### config.mk
export PLATFORM = sky130hd
export DESIGN_NAME = rr_req_queue_flat
export DESIGN_NICKNAME = d
export VERILOG_FILES = /design/src/rtl/rra_pkg.sv /design/src/rtl/rr_req_queue_if.sv /design/src/rtl/req_fifo.sv /design/src/rtl/rr_req_queue.sv /design/src/flat_wrapper.sv
export SDC_FILE = /design/constraint.sdc
export NUM_CORES = 1
export LEC_CHECK = 0
export CORE_MARGIN = 1
export CORE_UTILIZATION = 30
export CTS_BUF_LIST = sky130_fd_sc_hd__clkbuf_8
export CTS_CLUSTER_DIAMETER = 120
export CTS_CLUSTER_SIZE = 28
export DETAILED_ROUTE_END_ITERATION = 16
export PLACE_DENSITY = 0.51
export SLEW_MARGIN = 30
export SYNTH_ARGS = -nofsm -noshare
export SYNTH_HDL_FRONTEND = slang
export SYNTH_HIERARCHICAL = 1
export SYNTH_SLANG_ARGS = --single-unit
### constraint.sdc
create_clock -name clk -period 3.15 [get_ports clk]
set_input_delay 0.63 -clock clk [delete_from_list [all_inputs] [get_ports clk]]
set_output_delay 0.63 -clock clk [all_outputs]
set_load 0.1 [all_outputs]
### src/rtl/rra_pkg.sv
// Shared constants and helpers for the round-robin request queue and its arbiter.
package rra_pkg;

  localparam int REQS_DEF  = 4;
  localparam int DW_DEF    = 8;
  localparam int DEPTH_DEF = 4;

  function automatic int id_width(input int n);
    return (n > 1) ? $clog2(n) : 1;
  endfunction

  // Zero is not one-hot; v & (v-1) clears the lowest set bit.
  function automatic logic is_onehot(input logic [REQS_DEF-1:0] v);
    return (v != '0) && ((v & (v - {{(REQS_DEF-1){1'b0}}, 1'b1})) == '0);
  endfunction

endpackage

### src/rtl/rr_req_queue_if.sv
// Push side, arbiter req/grant and popped-beat output of the request queue.
interface rr_req_queue_if
  import rra_pkg::*;
#(
  parameter int REQS = REQS_DEF,
  parameter int DW   = DW_DEF
);
  logic [REQS-1:0]             push;
  logic [REQS*DW-1:0]          push_data;
  logic [REQS-1:0]             full;
  logic [REQS-1:0]             req;
  logic [REQS-1:0]             grant;
  logic                        out_valid;
  logic [DW-1:0]               out_data;
  logic [id_width(REQS)-1:0]   out_id;
  logic                        gnt_err;
  logic [REQS-1:0]             ovf;

  modport master (
    output push, push_data, grant,
    input  full, req, out_valid, out_data, out_id, gnt_err, ovf
  );

  modport slave (
    input  push, push_data, grant,
    output full, req, out_valid, out_data, out_id, gnt_err, ovf
  );
endinterface

### src/rtl/req_fifo.sv
// One requester channel: circular buffer with pointers, occupancy count and drop flag.
module req_fifo
  import rra_pkg::*;
#(
  parameter int DW    = DW_DEF,
  parameter int DEPTH = DEPTH_DEF
) (
  input  logic          clk,
  input  logic          rst,
  input  logic          push,
  input  logic [DW-1:0] din,
  input  logic          pop,
  output logic [DW-1:0] dout,
  output logic          empty,
  output logic          full,
  output logic          ovf
);
  localparam int AW = $clog2(DEPTH);

  logic [DW-1:0] mem [DEPTH];
  logic [AW-1:0] wr_ptr_reg, rd_ptr_reg;
  logic [AW:0]   count_reg, count_next;
  logic          ovf_reg;
  logic          wr_en;

  assign empty = (count_reg == '0);
  assign full  = (count_reg == (AW+1)'(DEPTH));
  // A pop frees a slot in the same cycle, so a full channel still accepts a push.
  assign wr_en = push & (~full | pop);
  assign dout  = mem[rd_ptr_reg];
  assign ovf   = ovf_reg;

  always_comb begin
    count_next = count_reg;
    if (wr_en && !pop)
      count_next = count_reg + (AW+1)'(1);
    else if (pop && !wr_en)
      count_next = count_reg - (AW+1)'(1);
  end

  always_ff @(posedge clk or negedge rst) begin
    if (!rst) begin
      wr_ptr_reg <= '0;
      rd_ptr_reg <= '0;
      count_reg  <= '0;
      ovf_reg    <= 1'b0;
    end else begin
      if (wr_en) wr_ptr_reg <= wr_ptr_reg + AW'(1);
      if (pop)   rd_ptr_reg <= rd_ptr_reg + AW'(1);
      count_reg <= count_next;
      ovf_reg   <= push & full & ~pop;
    end
  end

  always_ff @(posedge clk) begin
    if (wr_en) mem[wr_ptr_reg] <= din;
  end

endmodule

### src/rtl/rr_req_queue.sv
// Per-requester FIFOs feeding the round-robin arbiter; pops the granted channel
// and registers the popped payload and requester index.
module rr_req_queue
  import rra_pkg::*;
#(
  parameter int REQS  = REQS_DEF,
  parameter int DW    = DW_DEF,
  parameter int DEPTH = DEPTH_DEF
) (
  input  logic           clk,
  input  logic           rst,
  rr_req_queue_if.slave  bus
);
  localparam int IW = id_width(REQS);

  logic [REQS-1:0] empty, full, ovf, pop;
  logic [DW-1:0]   dout [REQS];
  logic            grant_onehot;
  logic [DW-1:0]   data_next, out_data_reg;
  logic [IW-1:0]   id_next, out_id_reg;
  logic            err_next, out_valid_reg, gnt_err_reg;

  assign grant_onehot = is_onehot(bus.grant);

  generate
    for (genvar gi = 0; gi < REQS; gi++) begin : g_ch
      assign pop[gi] = bus.grant[gi] & grant_onehot & ~empty[gi];

      req_fifo #(.DW(DW), .DEPTH(DEPTH)) u_fifo (
        .clk   (clk),
        .rst   (rst),
        .push  (bus.push[gi]),
        .din   (bus.push_data[gi*DW +: DW]),
        .pop   (pop[gi]),
        .dout  (dout[gi]),
        .empty (empty[gi]),
        .full  (full[gi]),
        .ovf   (ovf[gi])
      );
    end
  endgenerate

  assign bus.req  = ~empty;
  assign bus.full = full;
  assign bus.ovf  = ovf;

  // pop is one-hot or zero, so OR-ing the selected lanes acts as a mux.
  always_comb begin
    data_next = '0;
    id_next   = '0;
    for (int i = 0; i < REQS; i++) begin
      if (pop[i]) begin
        data_next = data_next | dout[i];
        id_next   = id_next | IW'(i);
      end
    end
    err_next = (bus.grant != '0) & ~(|pop);
  end

  always_ff @(posedge clk or negedge rst) begin
    if (!rst) begin
      out_valid_reg <= 1'b0;
      out_data_reg  <= '0;
      out_id_reg    <= '0;
      gnt_err_reg   <= 1'b0;
    end else begin
      out_valid_reg <= |pop;
      gnt_err_reg   <= err_next;
      if (|pop) begin
        out_data_reg <= data_next;
        out_id_reg   <= id_next;
      end
    end
  end

  assign bus.out_valid = out_valid_reg;
  assign bus.out_data  = out_data_reg;
  assign bus.out_id    = out_id_reg;
  assign bus.gnt_err   = gnt_err_reg;

endmodule

### src/flat_wrapper.sv
// flat-port wrapper written by rule: the top's interface ports become plain ports
module rr_req_queue_flat import rra_pkg::*;
#(
  parameter int REQS  = REQS_DEF,
  parameter int DW    = DW_DEF,
  parameter int DEPTH = DEPTH_DEF
)
  (clk, rst, bus_push, bus_push_data, bus_grant, bus_full, bus_req, bus_out_valid, bus_out_data, bus_out_id, bus_gnt_err, bus_ovf);
  rr_req_queue_if #(.REQS(REQS), .DW(DW)) bus_i ();
  input  logic clk;
  input  logic rst;
  input wire logic [$bits(bus_i.push)-1:0] bus_push;
  input wire logic [$bits(bus_i.push_data)-1:0] bus_push_data;
  input wire logic [$bits(bus_i.grant)-1:0] bus_grant;
  output wire logic [$bits(bus_i.full)-1:0] bus_full;
  output wire logic [$bits(bus_i.req)-1:0] bus_req;
  output wire logic [$bits(bus_i.out_valid)-1:0] bus_out_valid;
  output wire logic [$bits(bus_i.out_data)-1:0] bus_out_data;
  output wire logic [$bits(bus_i.out_id)-1:0] bus_out_id;
  output wire logic [$bits(bus_i.gnt_err)-1:0] bus_gnt_err;
  output wire logic [$bits(bus_i.ovf)-1:0] bus_ovf;
  assign bus_i.push = bus_push;
  assign bus_i.push_data = bus_push_data;
  assign bus_i.grant = bus_grant;
  assign bus_full = bus_i.full;
  assign bus_req = bus_i.req;
  assign bus_out_valid = bus_i.out_valid;
  assign bus_out_data = bus_i.out_data;
  assign bus_out_id = bus_i.out_id;
  assign bus_gnt_err = bus_i.gnt_err;
  assign bus_ovf = bus_i.ovf;
  rr_req_queue #(.REQS(REQS), .DW(DW), .DEPTH(DEPTH)) u_core (.clk(clk), .rst(rst), .bus(bus_i));
endmodule
==> load_flow_metrics.sql <==
INSERT INTO impl_metrics (metric_group, metric, value, unit) VALUES
('timing', 'timing_hold_violations_final', '0', ''),
('timing', 'worst_setup_skew_after_layout', '14.8', 'ps'),
('critical_path', 'setup.worst_path.class', 'primary input to flip-flop', ''),
('timing', 'grt_setup_unrepaired', 'false', ''),
('critical_path', 'critPathLaunchType', 'primary input', ''),
('floorplanning', 'die-width', '158', 'um'),
('finish', 'layout-drive-gt1-share', '29.9', '%'),
('clocking', 'cts_tree', 'done', ''),
('logic_synthesis', 'synth_cell_types', '33', ''),
('timing', 'final_period_minus_worst_setup_slack', '2630', 'ps'),
('power', 'power', '0.00799', 'W'),
('worst_hold_path', 'hold_path_class', 'primary input to async pin', ''),
('route', 'via_per_inst', '4.49', ''),
('timing', 'min_period_over_period', '83.6', '%'),
('timing', 'max_slew.worst_pin.slew', '688', 'ps'),
('route', 'routed-via-count', '3675', ''),
('finish', 'syn2layout_area_growth', '20.2', '%'),
('critical_path', 'cp_data_arrival_time', '3030', 'ps'),
('clocking', 'cts_buffer_depth', '2', ''),
('timing', 'clock.fmax', '380', 'MHz'),
('timing', 'report.final.slew_viol_count', '0', ''),
('finish', 'layout.filler_cells', '2208', ''),
('global_route', 'grt_antenna_before_repair', '0', ''),
('clocking', 'cts_root_buffer', 'sky130_fd_sc_hd__clkbuf_8', ''),
('floorplanning', 'height_of_the_chip', '158', 'um'),
('logic_synthesis', 'postSynthAreaPerCell', '18.3', 'sq um'),
('timing', 'fin_setup_tns', '0', 'ps'),
('global_route', 'grt_max_degree', '29', ''),
('global_route', 'globalRoute.totalOverflow', '0', ''),
('logic_synthesis', 'yosys_warnings', '6', ''),
('global_route', 'number_of_global_route_vias_before_repair', '3875', ''),
('floorplanning', 'core_area', '23600', 'sq um'),
('clocking', 'cts.htree.levels', '4', ''),
('placed_design', 'detailedPlacementHpwl', '10.8', 'mm'),
('floorplanning', 'die_outline_area', '24900', 'sq um'),
('floorplanning', 'num_io_pins', '66', ''),
('clocking', 'reg_clk_slew_reported_paths', '110', 'ps'),
('logic_synthesis', 'synth_async_sr_flop_share', '25.6', '%'),
('power', 'max-vdd-ir-drop', '0.382', 'mV'),
('timing', 'setup-violations-final', '0', ''),
('power', 'cellPowerDensity', '913', 'nW/um^2'),
('run_status', 'status', 'complete, no violations', ''),
('clocking', 'cts-hold-fix-buffers', '0', ''),
('critical_path', 'r2r_slack', '560', 'ps'),
('logic_synthesis', 'ys_dominant_reg_cell', 'sky130_fd_sc_hd__edfxtp_1', ''),
('logic_synthesis', 'seq_area_frac_synth', '67.9', '%'),
('logic_synthesis', 'netlist_instances', '398', ''),
('clocking', 'cts-buffers-inserted', '17', ''),
('clocking', 'clk-insertion-delay-late', '460', 'ps'),
('floorplanning', 'floorplan.initialDensity', '30.8', '%'),
('logic_synthesis', 'syn-num-nets', '464', ''),
('global_route', 'wire_length_of_the_first_global_routing_pass', '22.9', 'mm'),
('critical_path', 'worst-endpoint-required', '3540', 'ps'),
('logic_synthesis', 'post_synthesis_cell_area', '7280', 'sq um'),
('route', 'drtAntennaViolNets', '0', ''),
('critical_path', 'worstSetupEndpointType', 'flip-flop', ''),
('critical_path', 'path_max_fanout', '5', ''),
('route', 'drc_errors', '0', ''),
('logic_synthesis', 'edff_count_synth', '128', ''),
('timing', 'slew-limit-headroom', '54.1', '%'),
('logic_synthesis', 'ys_seq_elements', '172', ''),
('finish', 'diodes', '0', ''),
('placed_design', 'gp_congestion', '0.731', ''),
('route', 'final_wirelength', '14.8', 'mm'),
('route', 'drt_pass1_iterations', '4', ''),
('clocking', 'post_cts_resized', '0', ''),
('route', 'avgRoutedWirePerCell', '18.1', 'um'),
('finish', 'max_ffs_per_register', '128', ''),
('floorplanning', 'std_cell_rows', '56', ''),
('power', 'cellLeakagePower', '3.25', 'nW'),
('global_route', 'grt_use_total', '12.9', '%'),
('flow_run', 'maxCapViolations', '0', ''),
('clocking', 'cts.sinks', '172', ''),
('finish', 'num-nets-final', '552', ''),
('placed_design', 'portBuffers', '65', ''),
('clocking', 'cts_post_setup_buffers_inserted', '0', ''),
('route', 'dr.first_iter.drc_count', '191', '');
[critical path, cell delays in order]
cell and delay (ps):
sky130_fd_sc_hd__clkdlybuf4s50_1 510, sky130_fd_sc_hd__nor4_2 380, sky130_fd_sc_hd__and2_4 230, sky130_fd_sc_hd__inv_1 90, sky130_fd_sc_hd__a21boi_4 140, sky130_fd_sc_hd__ha_1 190
sky130_fd_sc_hd__inv_1 60, sky130_fd_sc_hd__fa_1 370, sky130_fd_sc_hd__xor2_1 150, sky130_fd_sc_hd__nor2_1 120, sky130_fd_sc_hd__xor2_1 150
[layer usage]
metal	wire, um	share of wire, %	global-route usage (%)
met5	0	0	0
met4	185	1.3	4.53
met3	886	6.0	4.13
met2	6870	47	19.9
met1	6830	46	17.0
[logic make-up (layout without fill, tap and decap cells)]
family          count (synthesis)  in the layout  share of synthesized area [%]
mux                            48             48                           12.4
buf+inv                        42            143                           2.49
xor+xnor                       24             24                           2.89
flops                         172            172                           67.9
simple gates                   73             73                           7.44
compound gates                 15             15                           2.25
fa+ha+maj                      24             24                           4.54
[Yosys cell counts, drive strengths merged (5+ instances only)]
cell type / count / share of area [%]
and2: 18 / 1.9
xor2: 12 / 1.4
clkbuf: 5 / 0.26
xnor2: 12 / 1.4
buf: 8 / 0.74
nor2: 10 / 0.55
mux2i: 8 / 1.1
dfrtp: 44 / 15
edfxtp: 128 / 53
mux2: 8 / 1.4
ha: 20 / 3.4
mux4: 32 / 9.9
and3: 22 / 2.0
and4: 8 / 0.96
a2111oi: 8 / 0.96
inv: 29 / 1.5
[where the power goes]
group / leakage, nW / internal, W / switching [W]
Sequential: 1.71 / 0.00305 / 0.000552
Combinational: 1.33 / 0.00111 / 0.00165
Clock: 0.213 / 0.000688 / 0.000927
Total: 3.25 / 0.00486 / 0.00313
[through the flow]
stage	hold WS, ps	setup WS (ps)	std cells	instance area (sq um)	utilization (%)
global placement	479	109	786	8320	35.2
global route	216	359	818	8750	37.1
finish	195	515	818	8750	37.1
detailed placement	479	-15.3	786	8320	35.2
floorplan	334	366	398	7280	-
CTS	198	509	818	8750	37.1
[area by class of cell]
class / count / area [sq um] / area share (%)
clock buffer: 17 / 234 / 2.67
multi-input combinational: 184 / 2150 / 24.6
sequential: 172 / 4940 / 56.5
inverter: 29 / 109 / 1.24
tap: 319 / 399 / 4.56
clock inverter: 15 / 199 / 2.27
timing repair buffer: 82 / 713 / 8.15
[worst paths after layout]
kind / startpoint / endpoint / depth (start not counted)
setup / recovery: bus_grant[0] / u_core/g_ch[1].u_fifo/count_reg[2] / 11
hold / removal: rst / u_core/g_ch[3].u_fifo/count_reg[1] / 1
setup reg to reg: u_core/g_ch[2].u_fifo/count_reg[1] / u_core/g_ch[2].u_fifo/count_reg[2] / 10
hold reg to reg: u_core/g_ch[0].u_fifo/count_reg[2] / u_core/g_ch[0].u_fifo/count_reg[2] / 1
max in group asynchronous: rst / u_core/bus.gnt_err / 2
min in group clk: u_core/g_ch[0].u_fifo/count_reg[2] / u_core/g_ch[0].u_fifo/count_reg[2] / 1
[cells in the final DEF, fill, tap and decap left out, types with 5 or more instances in the layout]
cell                              count
sky130_fd_sc_hd__and3_1              17
sky130_fd_sc_hd__edfxtp_1           128
sky130_fd_sc_hd__and2_2              16
sky130_fd_sc_hd__ha_1                20
sky130_fd_sc_hd__inv_1               29
sky130_fd_sc_hd__a2111oi_0            8
sky130_fd_sc_hd__mux4_2              32
sky130_fd_sc_hd__and4_1               8
sky130_fd_sc_hd__clkbuf_8            17
sky130_fd_sc_hd__nor2_1               9
sky130_fd_sc_hd__buf_4               41
sky130_fd_sc_hd__dfrtp_1             44
sky130_fd_sc_hd__clkinv_8             5
sky130_fd_sc_hd__mux2i_1              8
sky130_fd_sc_hd__clkdlybuf4s50_1     40
sky130_fd_sc_hd__xor2_1              12
sky130_fd_sc_hd__xnor2_1             12
Note: power is estimated with default switching activity, not from simulation.
